`config.mk`:
```
export PLATFORM = sky130hd
export DESIGN_NAME = mem_copy_engine_flat
export DESIGN_NICKNAME = d
export VERILOG_FILES = /design/src/rtl/mem_copy_engine_if.sv /design/src/rtl/mem_copy_engine.sv /design/src/flat_wrapper.sv
export SDC_FILE = /design/constraint.sdc
export NUM_CORES = 1
export LEC_CHECK = 0
export BUFFER_PORTS_ARGS = -buffer_cell sky130_fd_sc_hd__buf_2
export CAP_MARGIN = 10
export CORE_MARGIN = 5
export CORE_UTILIZATION = 40
export DETAILED_ROUTE_END_ITERATION = 7
export GPL_ROUTABILITY_DRIVEN = 0
export RECOVER_POWER = 50
export SYNTH_ARGS = -nofsm -noshare
export SYNTH_HDL_FRONTEND = slang
export SYNTH_SLANG_ARGS = --single-unit
```
`constraint.sdc`:
```
create_clock -name clk -period 3.3 [get_ports clk]
set_clock_uncertainty 0.05 [all_clocks]
set_input_delay 0 -clock clk [delete_from_list [all_inputs] [get_ports clk]]
set_output_delay 0 -clock clk [all_outputs]
set_load 0.01 [all_outputs]
```
`src/rtl/mem_copy_engine_if.sv`:
```
// rtl/mem_copy_engine_if.sv - command, status and memory-port bundle for the copy/fill engine
interface mem_copy_engine_if #(
    parameter int ADDR_W = 10,
    parameter int DATA_W = 32
);
    logic              start;
    logic              mode;
    logic [ADDR_W-1:0] src;
    logic [ADDR_W-1:0] dst;
    logic [ADDR_W-1:0] len;
    logic [DATA_W-1:0] pattern;
    logic              busy;
    logic              done;
    logic [DATA_W-1:0] sum;
    logic              mem_enable;
    logic              mem_rw;
    logic [ADDR_W-1:0] mem_add;
    logic [DATA_W-1:0] mem_wData;
    logic [DATA_W-1:0] mem_rData;

    modport slave (
        input  start, mode, src, dst, len, pattern, mem_rData,
        output busy, done, sum, mem_enable, mem_rw, mem_add, mem_wData
    );

    modport master (
        output start, mode, src, dst, len, pattern, mem_rData,
        input  busy, done, sum, mem_enable, mem_rw, mem_add, mem_wData
    );
endinterface

```
`src/rtl/mem_copy_engine.sv`:
```
// rtl/mem_copy_engine.sv - word copy/fill engine over a single-port synchronous memory
module mem_copy_engine #(
    parameter int ADDR_W = 10,
    parameter int DATA_W = 32
) (
    input  logic                clk,
    input  logic                reset,
    mem_copy_engine_if.slave    bus
);
    typedef enum logic [2:0] {
        ST_IDLE  = 3'd0,
        ST_READ  = 3'd1,
        ST_WAIT  = 3'd2,
        ST_WRITE = 3'd3,
        ST_DONE  = 3'd4
    } state_t;

    state_t            state_q, state_d;
    logic              mode_q, mode_d;
    logic [ADDR_W-1:0] src_q, src_d;
    logic [ADDR_W-1:0] dst_q, dst_d;
    logic [ADDR_W-1:0] len_q, len_d;
    logic [DATA_W-1:0] pattern_q, pattern_d;
    logic [ADDR_W-1:0] idx_q, idx_d;
    logic [DATA_W-1:0] sum_q, sum_d;
    logic [DATA_W-1:0] data_q, data_d;

    logic              busy, done, mem_enable, mem_rw;
    logic [ADDR_W-1:0] mem_add, idx_inc;
    logic [DATA_W-1:0] mem_wdata, wr_word;

    always_ff @(posedge clk) begin
        if (reset) begin
            state_q   <= ST_IDLE;
            mode_q    <= 1'b0;
            src_q     <= '0;
            dst_q     <= '0;
            len_q     <= '0;
            pattern_q <= '0;
            idx_q     <= '0;
            sum_q     <= '0;
            data_q    <= '0;
        end else begin
            state_q   <= state_d;
            mode_q    <= mode_d;
            src_q     <= src_d;
            dst_q     <= dst_d;
            len_q     <= len_d;
            pattern_q <= pattern_d;
            idx_q     <= idx_d;
            sum_q     <= sum_d;
            data_q    <= data_d;
        end
    end

    always_comb begin
        state_d    = state_q;
        mode_d     = mode_q;
        src_d      = src_q;
        dst_d      = dst_q;
        len_d      = len_q;
        pattern_d  = pattern_q;
        idx_d      = idx_q;
        sum_d      = sum_q;
        data_d     = data_q;
        busy       = 1'b0;
        done       = 1'b0;
        mem_enable = 1'b0;
        mem_rw     = 1'b0;
        mem_add    = '0;
        mem_wdata  = '0;
        wr_word    = mode_q ? pattern_q : data_q;
        idx_inc    = idx_q + 1'b1;

        case (state_q)
            ST_IDLE: begin
                if (bus.start) begin
                    mode_d    = bus.mode;
                    src_d     = bus.src;
                    dst_d     = bus.dst;
                    len_d     = bus.len;
                    pattern_d = bus.pattern;
                    idx_d     = '0;
                    sum_d     = '0;
                    if (bus.len == '0)
                        state_d = ST_DONE;
                    else
                        state_d = bus.mode ? ST_WRITE : ST_READ;
                end
            end
            ST_READ: begin
                busy       = 1'b1;
                mem_enable = 1'b1;
                mem_add    = src_q + idx_q;
                state_d    = ST_WAIT;
            end
            ST_WAIT: begin
                // Memory registers read data on the edge that ends READ.
                busy    = 1'b1;
                data_d  = bus.mem_rData;
                state_d = ST_WRITE;
            end
            ST_WRITE: begin
                busy       = 1'b1;
                mem_enable = 1'b1;
                mem_rw     = 1'b1;
                mem_add    = dst_q + idx_q;
                mem_wdata  = wr_word;
                sum_d      = sum_q + wr_word;
                idx_d      = idx_inc;
                if (idx_inc == len_q)
                    state_d = ST_DONE;
                else
                    state_d = mode_q ? ST_WRITE : ST_READ;
            end
            ST_DONE: begin
                done    = 1'b1;
                state_d = ST_IDLE;
            end
            default: state_d = ST_IDLE;
        endcase
    end

    assign bus.busy       = busy;
    assign bus.done       = done;
    assign bus.sum        = sum_q;
    assign bus.mem_enable = mem_enable;
    assign bus.mem_rw     = mem_rw;
    assign bus.mem_add    = mem_add;
    assign bus.mem_wData  = mem_wdata;
endmodule

```
`src/flat_wrapper.sv`:
```
// flat-port wrapper written by rule: the top's interface ports become plain ports
module mem_copy_engine_flat 
#(
    parameter int ADDR_W = 10,
    parameter int DATA_W = 32
)
  (clk, reset, bus_start, bus_mode, bus_src, bus_dst, bus_len, bus_pattern, bus_mem_rData, bus_busy, bus_done, bus_sum, bus_mem_enable, bus_mem_rw, bus_mem_add, bus_mem_wData);
  mem_copy_engine_if #(.ADDR_W(ADDR_W), .DATA_W(DATA_W)) bus_i ();
  input  logic clk;
  input  logic reset;
  input wire logic [$bits(bus_i.start)-1:0] bus_start;
  input wire logic [$bits(bus_i.mode)-1:0] bus_mode;
  input wire logic [$bits(bus_i.src)-1:0] bus_src;
  input wire logic [$bits(bus_i.dst)-1:0] bus_dst;
  input wire logic [$bits(bus_i.len)-1:0] bus_len;
  input wire logic [$bits(bus_i.pattern)-1:0] bus_pattern;
  input wire logic [$bits(bus_i.mem_rData)-1:0] bus_mem_rData;
  output wire logic [$bits(bus_i.busy)-1:0] bus_busy;
  output wire logic [$bits(bus_i.done)-1:0] bus_done;
  output wire logic [$bits(bus_i.sum)-1:0] bus_sum;
  output wire logic [$bits(bus_i.mem_enable)-1:0] bus_mem_enable;
  output wire logic [$bits(bus_i.mem_rw)-1:0] bus_mem_rw;
  output wire logic [$bits(bus_i.mem_add)-1:0] bus_mem_add;
  output wire logic [$bits(bus_i.mem_wData)-1:0] bus_mem_wData;
  assign bus_i.start = bus_start;
  assign bus_i.mode = bus_mode;
  assign bus_i.src = bus_src;
  assign bus_i.dst = bus_dst;
  assign bus_i.len = bus_len;
  assign bus_i.pattern = bus_pattern;
  assign bus_i.mem_rData = bus_mem_rData;
  assign bus_busy = bus_i.busy;
  assign bus_done = bus_i.done;
  assign bus_sum = bus_i.sum;
  assign bus_mem_enable = bus_i.mem_enable;
  assign bus_mem_rw = bus_i.mem_rw;
  assign bus_mem_add = bus_i.mem_add;
  assign bus_mem_wData = bus_i.mem_wData;
  mem_copy_engine #(.ADDR_W(ADDR_W), .DATA_W(DATA_W)) u_core (.clk(clk), .reset(reset), .bus(bus_i));
endmodule
```
## Word level (Yosys, flattened, before mapping)

Index checks and enable logic that the tools add are counted.
W data, S select, Z words.

| word-level totals | value |
|---|---|
| register bits after elaboration | 140 |
| latch bits | 0 |
| RAM bits | 0 |
| bits in read-only memories | 0 |
| bits of input ports | 98 |
| output and inout bits | 78 |
| word-level logic and storage cells | 43 |
| memories kept | 0 |

| cells by class | value |
|---|---|
| $add $sub $neg | 4 |
| multipliers | 0 |
| divide/modulo/power cells | 0 |
| order comparisons | 0 |
| equality and inequality tests | 6 |
| shift operators | 0 |
| mux-type cells | 17 |
| bitwise logic cells | 0 |
| reductions and logical operators | 7 |

Operator list:

| cell | number |
|---|---|
| $mux W32 | 3 |
| $pmux W32 S2 | 1 |
| $pmux W10 S2 | 2 |
| $add A32 B32 Y32 | 1 |
| $add A10 B10 Y10 | 2 |
| $pmux W3 S4 | 1 |
| $add A10 B1 Y10 const B | 1 |
| $eq A10 B10 Y1 | 1 |
| $logic_not A10 Y1 | 1 |
| $mux W10 | 1 |
| $mux W3 | 3 |
| $eq A3 B2 Y1 const B | 2 |
| $mux W1 | 4 |
| $mux W2 | 2 |
| $reduce_and A2 Y1 | 2 |
| $eq A3 B1 Y1 const B | 1 |
| $eq A3 B3 Y1 const B | 1 |
| $logic_not A3 Y1 | 1 |
| $reduce_or A3 Y1 | 1 |
| $ne A2 B2 Y1 const B | 1 |
| $reduce_bool A2 Y1 | 1 |
| $reduce_or A2 Y1 | 1 |

## Depth between registers and ports, before layout

Gate-level depths: netlist of the first run.

| logic depth | value |
|---|---|
| depth in word-level cells | 4 |
| mapped depth | 19 |
| gate-level depth less buffers | 16 |

## Worst setup path before layout of the first run

No wires, ideal clock.

| timing path | value |
|---|---|
| path kind | reg2reg |
| from | register u_core.mode_q |
| to | register u_core.sum_q[26] (netlist: u_core.bus.sum[26]) |
| library setup time | 0.117 ns |
| arrival | 3.433 ns |
| required time | 3.133 ns |
| path slack | -0.300 ns |
| cell stages (with the launch flop) | 15 |
| path buffers | 2 |
| clock period less this slack | 3.600 ns |
| cells stage by stage | dfxtp_1 clkbuf_1 buf_1 mux2_2 ha_1 a21o_1 nand3_1 o21ai_0 a2111oi_4 a211oi_1 a211oi_2 o21ai_1 o31a_1 xor2_1 a22o_1 |

| on the way | value |
|---|---|
| cells in the longest elaborated chain, start to end | 3 |

RTL lines:

| element | RTL line | RTL |
|---|---|---|
| start, declared | mem_copy_engine.sv:19 | `logic mode_q, mode_d;` |
| start signal, assigned | mem_copy_engine.sv:45 | `mode_q <= mode_d;` |
| $mux W32 | mem_copy_engine.sv:72 | `wr_word = mode_q ? pattern_q : data_q;` |
| $add A32 B32 Y32 | mem_copy_engine.sv:109 | `sum_d = sum_q + wr_word;` |
| $pmux W32 S2 | mem_copy_engine.sv:75 | `case (state_q)` |
| end signal, assigned | mem_copy_engine.sv:51 | `sum_q <= sum_d;` |
| end, declared | mem_copy_engine.sv:25 | `logic [DATA_W-1:0] sum_q, sum_d;` |

Every way passes these cells.
A chain may end at the register's enable or synchronous reset.

## Final worst setup path of the first run

| timing path | value |
|---|---|
| from | register u_core.mode_q |
| to | register u_core.sum_q[28] (netlist: u_core.bus.sum[28]) |

Same word-level chain as after synthesis.

==> results.txt, run 1 <==
The flow ran to the end, and the final reports show no timing, DRC or antenna violations. The width of the chip is 149 um. The worst path buffer plus inverter count came out at 3. The endpoint identified for the worst register-to-register timing path is u_core.bus.sum[28]. The number of enable flip-flop cells after synthesis came out at 0. The master cell of the clock root buffer is clkbuf_16. The leakage power total is 4.78 nW. The proportion of register bits with asynchronous set or reset after synthesis came out at 0%. The number of antenna violations at the first check in global routing came out at 0. The cell taking the most area after synthesis is dfxtp_1.

Summing the areas of all and, or, nand and nor instances in the mapped netlist gives 23.0% of the synthesized area. The number of antenna-violating nets in the routed design came out at 0. Clock latency on the worst-skew pair, taken at its later pin, is 0.42 ns. After synthesis, the most frequently instantiated cells are nand2_1, a21oi_1, dfxtp_1. The largest stage delay on the critical path came out at 0.37 ns. The first global-routing pass estimated 38,600 um of wire. The number of detailed-routing iterations run before antenna repair is 5.

The worst setup path is launched from a flip-flop. The proportion of netlist area held by the largest area contributor is 36.2%. The clock slew seen by the registers of the worst setup and hold paths came out at 0.06 ns. The number of buffers on the longest clock path came out at 2.

The proportion of synthesized chip area in sequential cells came out at 36.2%. By area, the combinational part of the netlist is dominated by simple AND/OR/NAND/NOR gates. The critical path crosses 14 cells after its start point. The final period demand of the worst path came out at 3.24 ns.

The minimum hold slack is 0.00359 ns. Power comes to 0.00480 W. The area share of fa/ha/maj cells after synthesis is 7.15%. TritonCTS built the clock tree. The final routed wirelength across all metal layers is 24,500 um. The distinct cell type count of the synthesized netlist is 52. The worst setup path is captured at a flip-flop. The final-stage net count is 1,431. The number of violations reported at the end of detailed-routing iteration 0 came out at 416. Entering global routing, the biggest net connects 71 pins. The highest attainable clock frequency is 309 MHz.

The layout-stage area growth over the synthesis result came out at 41.0%. The antenna diode instance count is 0. The worst-case headroom to the max-slew limit is 4.65%. The largest individual stage delay along the critical path comes from the cell dfxtp_4.

Summed over all nets, the half-perimeter wirelength after detailed placement is 16,700 um. The starting utilization of the core area is 40.9%. In this run, synthesis produced a sequential element count of 140.

The required time of the worst setup path is 3.56 ns. The number of top-level pins came out at 176. The post-synthesis mux area share came out at 4.89%. Of the total synthesized cell area, the portion taken by XOR and XNOR cells is 5.21%. The final hold violation count came out at 0. Traced cell by cell, the critical path runs through buf_8 -> buf_12 -> mux2_2 -> ha_2 -> nand4_1 -> buf_4 -> a211oi_2 -> a2111oi_4 -> a211oi_2 -> a211oi_2 -> o21ai_1 -> o31a_1 -> mux2i_1 -> nand2_1.

The endpoint of the worst hold-timing path is u_core.bus.sum[11]. The fraction of the core area covered by cells at the end of the flow came out at 57.7%. The startpoint of the worst hold path is reset.

The post-synthesis instance area is 7730 um2. The type of the worst setup path is flip-flop to flip-flop. The synthesized instance count came out at 1,002.

Measured along the y axis, the die boundary spans 149 um. After layout, the worst path uses 98.1% of the clock period. The clock sink count is 140. The transition time at the pin with the least slew margin is 1.43 ns. The routed wirelength normalized by instance count is 15.6 um.

In this run the tool buffered the top-level ports with 175 buffer cells. The floorplan step defined a die boundary enclosing 22,200 um2. The post-synthesis net count is 1,143. The top flip-flop cell by instance count after synthesis is dfxtp_1. The worst min-delay path category is primary input to flip-flop. Grouping stages by cell kind, the critical path spends the most delay in compound AO/OA/AOI/OAI gates. The startpoint identified for the worst register-to-register timing path is u_core.mode_q. The register-to-register setup slack came out at 0.06 ns. The count of max-cap constraint violations came out at 0. Summing over every cut layer, the via total after detailed routing is 7,971. Setup violations remaining at the end of the flow were counted as 0. The share of layout cells above drive strength 1 came out at 20.7%. VDD sags by at most 0.000329 V. The level count of the clock H-tree is 4. The number of global-route vias before repair came out at 7,545. In this run the worst path has a maximum fanout of 10. A synthesized cell averages 7.72 um2. The data arrival time of the worst path is 3.50 ns.

The area fraction in compound gates after synthesis is 19.9%. The max-slew violation count is 0. The average via count per standard cell came out at 5.10.

The total congestion overflow after global routing came out at 0. Along the worst hold path, the cell count comes to 2. The summed area of non-filler cells in the final layout is 10,900 um2.

The worst reg2reg path depth is 14. The floorplan has 50 rows. The total area inside the core boundary comes to 18,900 um2.

The power density relative to cell area is 440 nW/um2. The most instantiated library cell after synthesis is nand2_1. Setup repair after global routing could not meet its margin everywhere. Counting the buffers created by CTS gives 17. The global-route total usage across every layer came out at 21.4%.

Counting stages on the worst path, the most repeated cell is a211oi_2. In this run the cell area measured after placement is 9090 um2. By area the synthesized netlist is led by dfxtp_1, nand2_1, a21oi_1. The count of warnings emitted by yosys is 0. The post-detailed-route DRC marker count came out at 0.
layer usage:
layer | GRT usage [%] | up-vias | share of wire, %
met3 | 4.10 | 21 | 4.6
li1 | - | 4051 | -
met4 | 5.17 | 0 | 1.2
met5 | 0 | - | 0
met2 | 34.2 | 196 | 45
met1 | 29.9 | 3703 | 49
through the flow:
step	cells	TNS (ns)	worst slack, ns
3_3_place_gp	1424	-0.0633	-0.0633
4_1_cts	1554	0	0.00986
2_1_floorplan	1002	-0.00658	-0.00658
3_5_place_dp	1424	-0.379	-0.137
6_report	1563	0	0.0633
5_1_grt	1563	-0.263	-0.0669
worst max-delay path by stage:
stage | start | slack [ns] | end
floorplan | u_core.mode_q | -0.007 | u_core.bus.sum[26]
global placement | u_core.mode_q | -0.06 | u_core.bus.sum[26]
detailed placement | u_core.mode_q | -0.14 | u_core.bus.sum[26]
CTS | u_core.state_q[2] | 0.01 | bus_mem_add[9]
global route | u_core.mode_q | -0.07 | u_core.bus.sum[27]
finish | u_core.mode_q | 0.06 | u_core.bus.sum[28]
kinds of logic (layout without fill, tap and decap cells):
group,after synthesis,count (layout)
flops,140,140
simple gates,412,412
xor+xnor,46,46
compound gates,253,253
fa+ha+maj,43,43
buf+inv,74,375
mux,34,34
sequential cells by signal (all words and copies together) (netlist names), 3 cells and up:
name              cells
u_core.bus.sum       32
u_core.data_q        32
u_core.dst_q         10
u_core.idx_q         10
u_core.len_q         10
u_core.pattern_q     32
u_core.src_q         10
u_core.state_q        3
worst register-to-register path, stage by stage, from the launching register on:
cell	delay, ns
dfxtp_4	0.37
buf_8	0.14
buf_12	0.13
mux2_2	0.35
ha_2	0.33
nand4_1	0.15
buf_4	0.17
a211oi_2	0.27
a2111oi_4	0.08
a211oi_2	0.27
a211oi_2	0.07
o21ai_1	0.20
o31a_1	0.26
mux2i_1	0.22
nand2_1	0.06
power by group:
group          total [W]  internal (W)  switching (W)
clock            0.00210       0.00136       0.000744
sequential       0.00184       0.00179      0.0000562
combinational   0.000855      0.000368       0.000486
cell usage in the layout, fill, tap and decap left out, types with 5 or more instances in the layout:
cell type,instances
a21oi_2,9
a31oi_1,5
nand2_1,247
ha_1,32
o21ai_1,7
buf_4,51
nor4_1,5
clkbuf_16,17
nand3b_1,5
a211oi_2,5
xnor2_1,28
nand2b_1,5
buf_2,111
and3_1,36
dfxtp_1,137
nor3_1,11
nor2_1,60
nand3_1,19
bufinv_16,5
o21bai_1,5
dlygate4sd3_1,97
inv_1,11
clkbuf_1,68
o21ai_0,21
a22o_1,17
mux2_2,28
ha_4,6
xor2_1,18
a21oi_1,133
a21o_1,14
a22oi_1,12
repair_timing:
action / CTS / global route
pin swaps: 4 / 14
gates resized for setup: 16 / 31
setup buffers: 1 / 9
hold buffers: 97 / 0
endpoints found under the hold margin: 98 / 0
setup endpoints to repair: 10 / 14
cell type report:
cell class | instances | area (um2)
flip-flops and latches | 140 | 2810
inverters | 13 | 51.3
fillers | 1829 | 7990
clock inverters | 11 | 191
multi-input cells | 788 | 4860
clock buffers | 21 | 450
well taps | 260 | 325
repair buffers | 330 | 2210
Note: power is estimated with default switching activity, not from simulation.
==> run 2: changes to the inputs <==
- RECOVER_POWER: 50 -> 25
==> results.txt, run 2 (synthesis results as in run 1) <==
The largest stage delay on the critical path came out at 0.37 ns (about the same). The number of violations reported at the end of detailed-routing iteration 0 came out at 431 (was 416). The clock slew seen by the registers of the worst setup and hold paths is 0.06 ns (about the same). The highest ir drop seen on vdd is 0.000328 V (was 0.000329 V). The worst path buffer plus inverter count is 3 (unchanged). The number of antenna-violating nets in the routed design is 0 (unchanged). The number of top-level pins came out at 176 (unchanged).

The worst-case headroom to the max-slew limit came to 15.2% (was 4.65%). The via count came out at 7,971 (unchanged). The most prevalent standard cell on the critical path is a211oi_2 (unchanged). Critical Path, Cell by Cell: buf_8 -> buf_12 -> mux2_2 -> ha_2 -> nand4_1 -> buf_4 -> a211oi_2 -> a2111oi_4 -> a211oi_2 -> a211oi_2 -> o21ai_1 -> o31a_1 -> mux2i_1 -> nand2_1 (unchanged).

The largest net degree at the start of global routing is 71 (unchanged). The routed wirelength normalized by instance count is 15.6 um (about the same). The total congestion overflow after global routing came to 0 (unchanged). The critical path launch point type was a flip-flop (unchanged). The most frequent standard cell in the layout excluding fill and tap cells is nand2_1 (unchanged). The TritonCTS clock tree is built (unchanged). The global-route total usage across every layer is 21.4% (unchanged). The max-slew violation count came to 0 (unchanged). The portion of the clock cycle consumed by the worst path in the final layout is 98.1% (about the same). The fraction of the core area covered by cells at the end of the flow came out at 57.9% (was 57.7%). Setup repair after global routing missed its margin: true (unchanged).

The total CTS buffers is 17 (unchanged). The die extent in y came out at 149 um (unchanged). The number of antenna violations at the first check in global routing came to 0 (unchanged). The clock sink count is 140 (unchanged). The final hold violation count came out at 0 (unchanged). The number of detailed-routing iterations run before antenna repair is 5 (unchanged).

The number of global-route vias before repair came out at 7,545 (unchanged). The minimum hold slack is 0.0104 ns (was 0.00359 ns). The average via count per standard cell is 5.10 (unchanged). The placeable core region came out at 18,900 um2 (unchanged). The share of layout cells above drive strength 1 is 22.2% (was 20.7%). The required time of the worst setup path is 3.56 ns (about the same). The leakage power total is 4.87 nW (was 4.78 nW). The post-detailed-route DRC marker count is 0 (unchanged). The smallest setup slack after layout is 0.0623 ns (was 0.0633 ns). The row count came out at 50 (unchanged).

The worst-case setup slack after placement is -0.137 ns (unchanged). The detailed placement HPWL was 16,700 um (unchanged). Status: finished, final reports clean (unchanged). The die area was 22,200 um2 (unchanged). The antenna diode instance count is 0 (unchanged). The number of fillers in the final layout came out at 1,821 (was 1,829). The width of the chip is 149 um (unchanged). The worst reg2reg path depth came to 14 (unchanged). The final period demand of the worst path is 3.24 ns (about the same). The global-route wire length before repair came out at 38,600 um (unchanged).

The number of buffers on the longest clock path was 2 (unchanged). The largest fanout of any net on the critical path is 10 (unchanged). The starting utilization of the core area is 40.9% (unchanged). The library cell contributing the largest single delay on the critical path is dfxtp_4 (unchanged).

The master cell of the clock root buffer is clkbuf_16 (unchanged). Leading cell types in the layout, fill and taps excluded: nand2_1, dfxtp_1, a21oi_1, buf_2, dlygate4sd3_1 (unchanged). The clock latency on the worst-skew pair is 0.42 ns (about the same). The logic depth of the worst setup path including buffers came out at 14 (unchanged). The layout-stage area growth over the synthesis result is 41.4% (was 41.0%). The number of stages on the worst hold path is 2 (unchanged).

The number of buffers added on ports came out at 175 (unchanged). The final routed wirelength across all metal layers is 24,400 um (was 24,500 um). The setup violation total in the final timing report is 0 (unchanged). The count of max-cap constraint violations is 0 (unchanged). The level count of the clock H-tree is 4 (unchanged).

The power density relative to cell area came out at 439 nW/um2 (was 440 nW/um2). The dominant delay contributor by cell family on the critical path is compound AO/OA/AOI/OAI gates (unchanged). The transition time at the pin with the least slew margin came out at 1.27 ns (was 1.43 ns). The worst min-delay path category is primary input to flip-flop (unchanged). The type of the worst setup path is flip-flop to flip-flop (unchanged). The critical path endpoint category was a flip-flop (unchanged). The final-stage net count is 1,431 (unchanged).

The data arrival time of the worst path is 3.50 ns (about the same). The highest attainable clock frequency is 309 MHz (about the same).
-- run 2: changes by cell type in the layout (fill, tap and decap cells not counted), sizes merged --
cell    delta
buf       +22
clkbuf    -22
-- run 2: cell type report --
type                            count  area, um2  share of cell area (%)
Sequential cell                   140       2810                    25.7
Tap cell                          260        325                    2.98
Clock inverter                     11        191                    1.75
Clock buffer                       21        450                    4.12
Timing Repair Buffer              330       2240                    20.5
Inverter                           13       51.3                   0.469
Multi-Input combinational cell    788       4860                    44.5
-- run 2: final timing paths --
path | startpoint | end | slack (ns)
max | u_core.mode_q | u_core.bus.sum[28] | 0.06
min | reset | u_core.bus.sum[11] | 0.01
min reg2reg | u_core.pattern_q[7] | u_core.pattern_q[7] | 0.40
max reg2reg | u_core.mode_q | u_core.bus.sum[28] | 0.06
-- run 2: repair_timing --
action                                  CTS  global route
endpoints found under the setup margin   10            14
hold buffers                             97             0
pin swaps                                 4            14
gates resized for setup                  16            31
hold endpoints to repair                 98             0
buffers inserted                          1             9
-- run 2: layer usage --
layer	track usage [%]	routed length (um)
met5	0	0
met4	5.17	270
met3	4.10	1160
met2	34.2	11100
met1	29.9	11900
-- run 2: where the power goes --
group / internal [W] / switching, W / leakage [nW]
clock network: 0.00136 / 0.000741 / 0.303
logic: 0.000373 / 0.000484 / 3.42
registers: 0.00179 / 0.0000565 / 1.14
-- run 2: worst reg2reg max path: cells and delay by family, from the launching register on --
family | cells | cell delay, ns
buffers and inverters | 3 | 0.45
and+or+nand+nor | 2 | 0.21
adders and majority gates | 1 | 0.34
AOI/OAI and AO/OA | 6 | 1.15
muxes | 2 | 0.57
DFF | 1 | 0.37
-- run 2: per-stage QoR --
step                instance area (um2)  power [W]   TNS, ns  std cells
CTS                               10800    0.00482         0       1554
floorplan                          7740    0.00234  -0.00658       1002
detailed placement                 9090    0.00262    -0.379       1424
global placement                   9090    0.00261   -0.0633       1424
finish                            10900    0.00480         0       1563
global route                      10900    0.00502    -0.257       1563
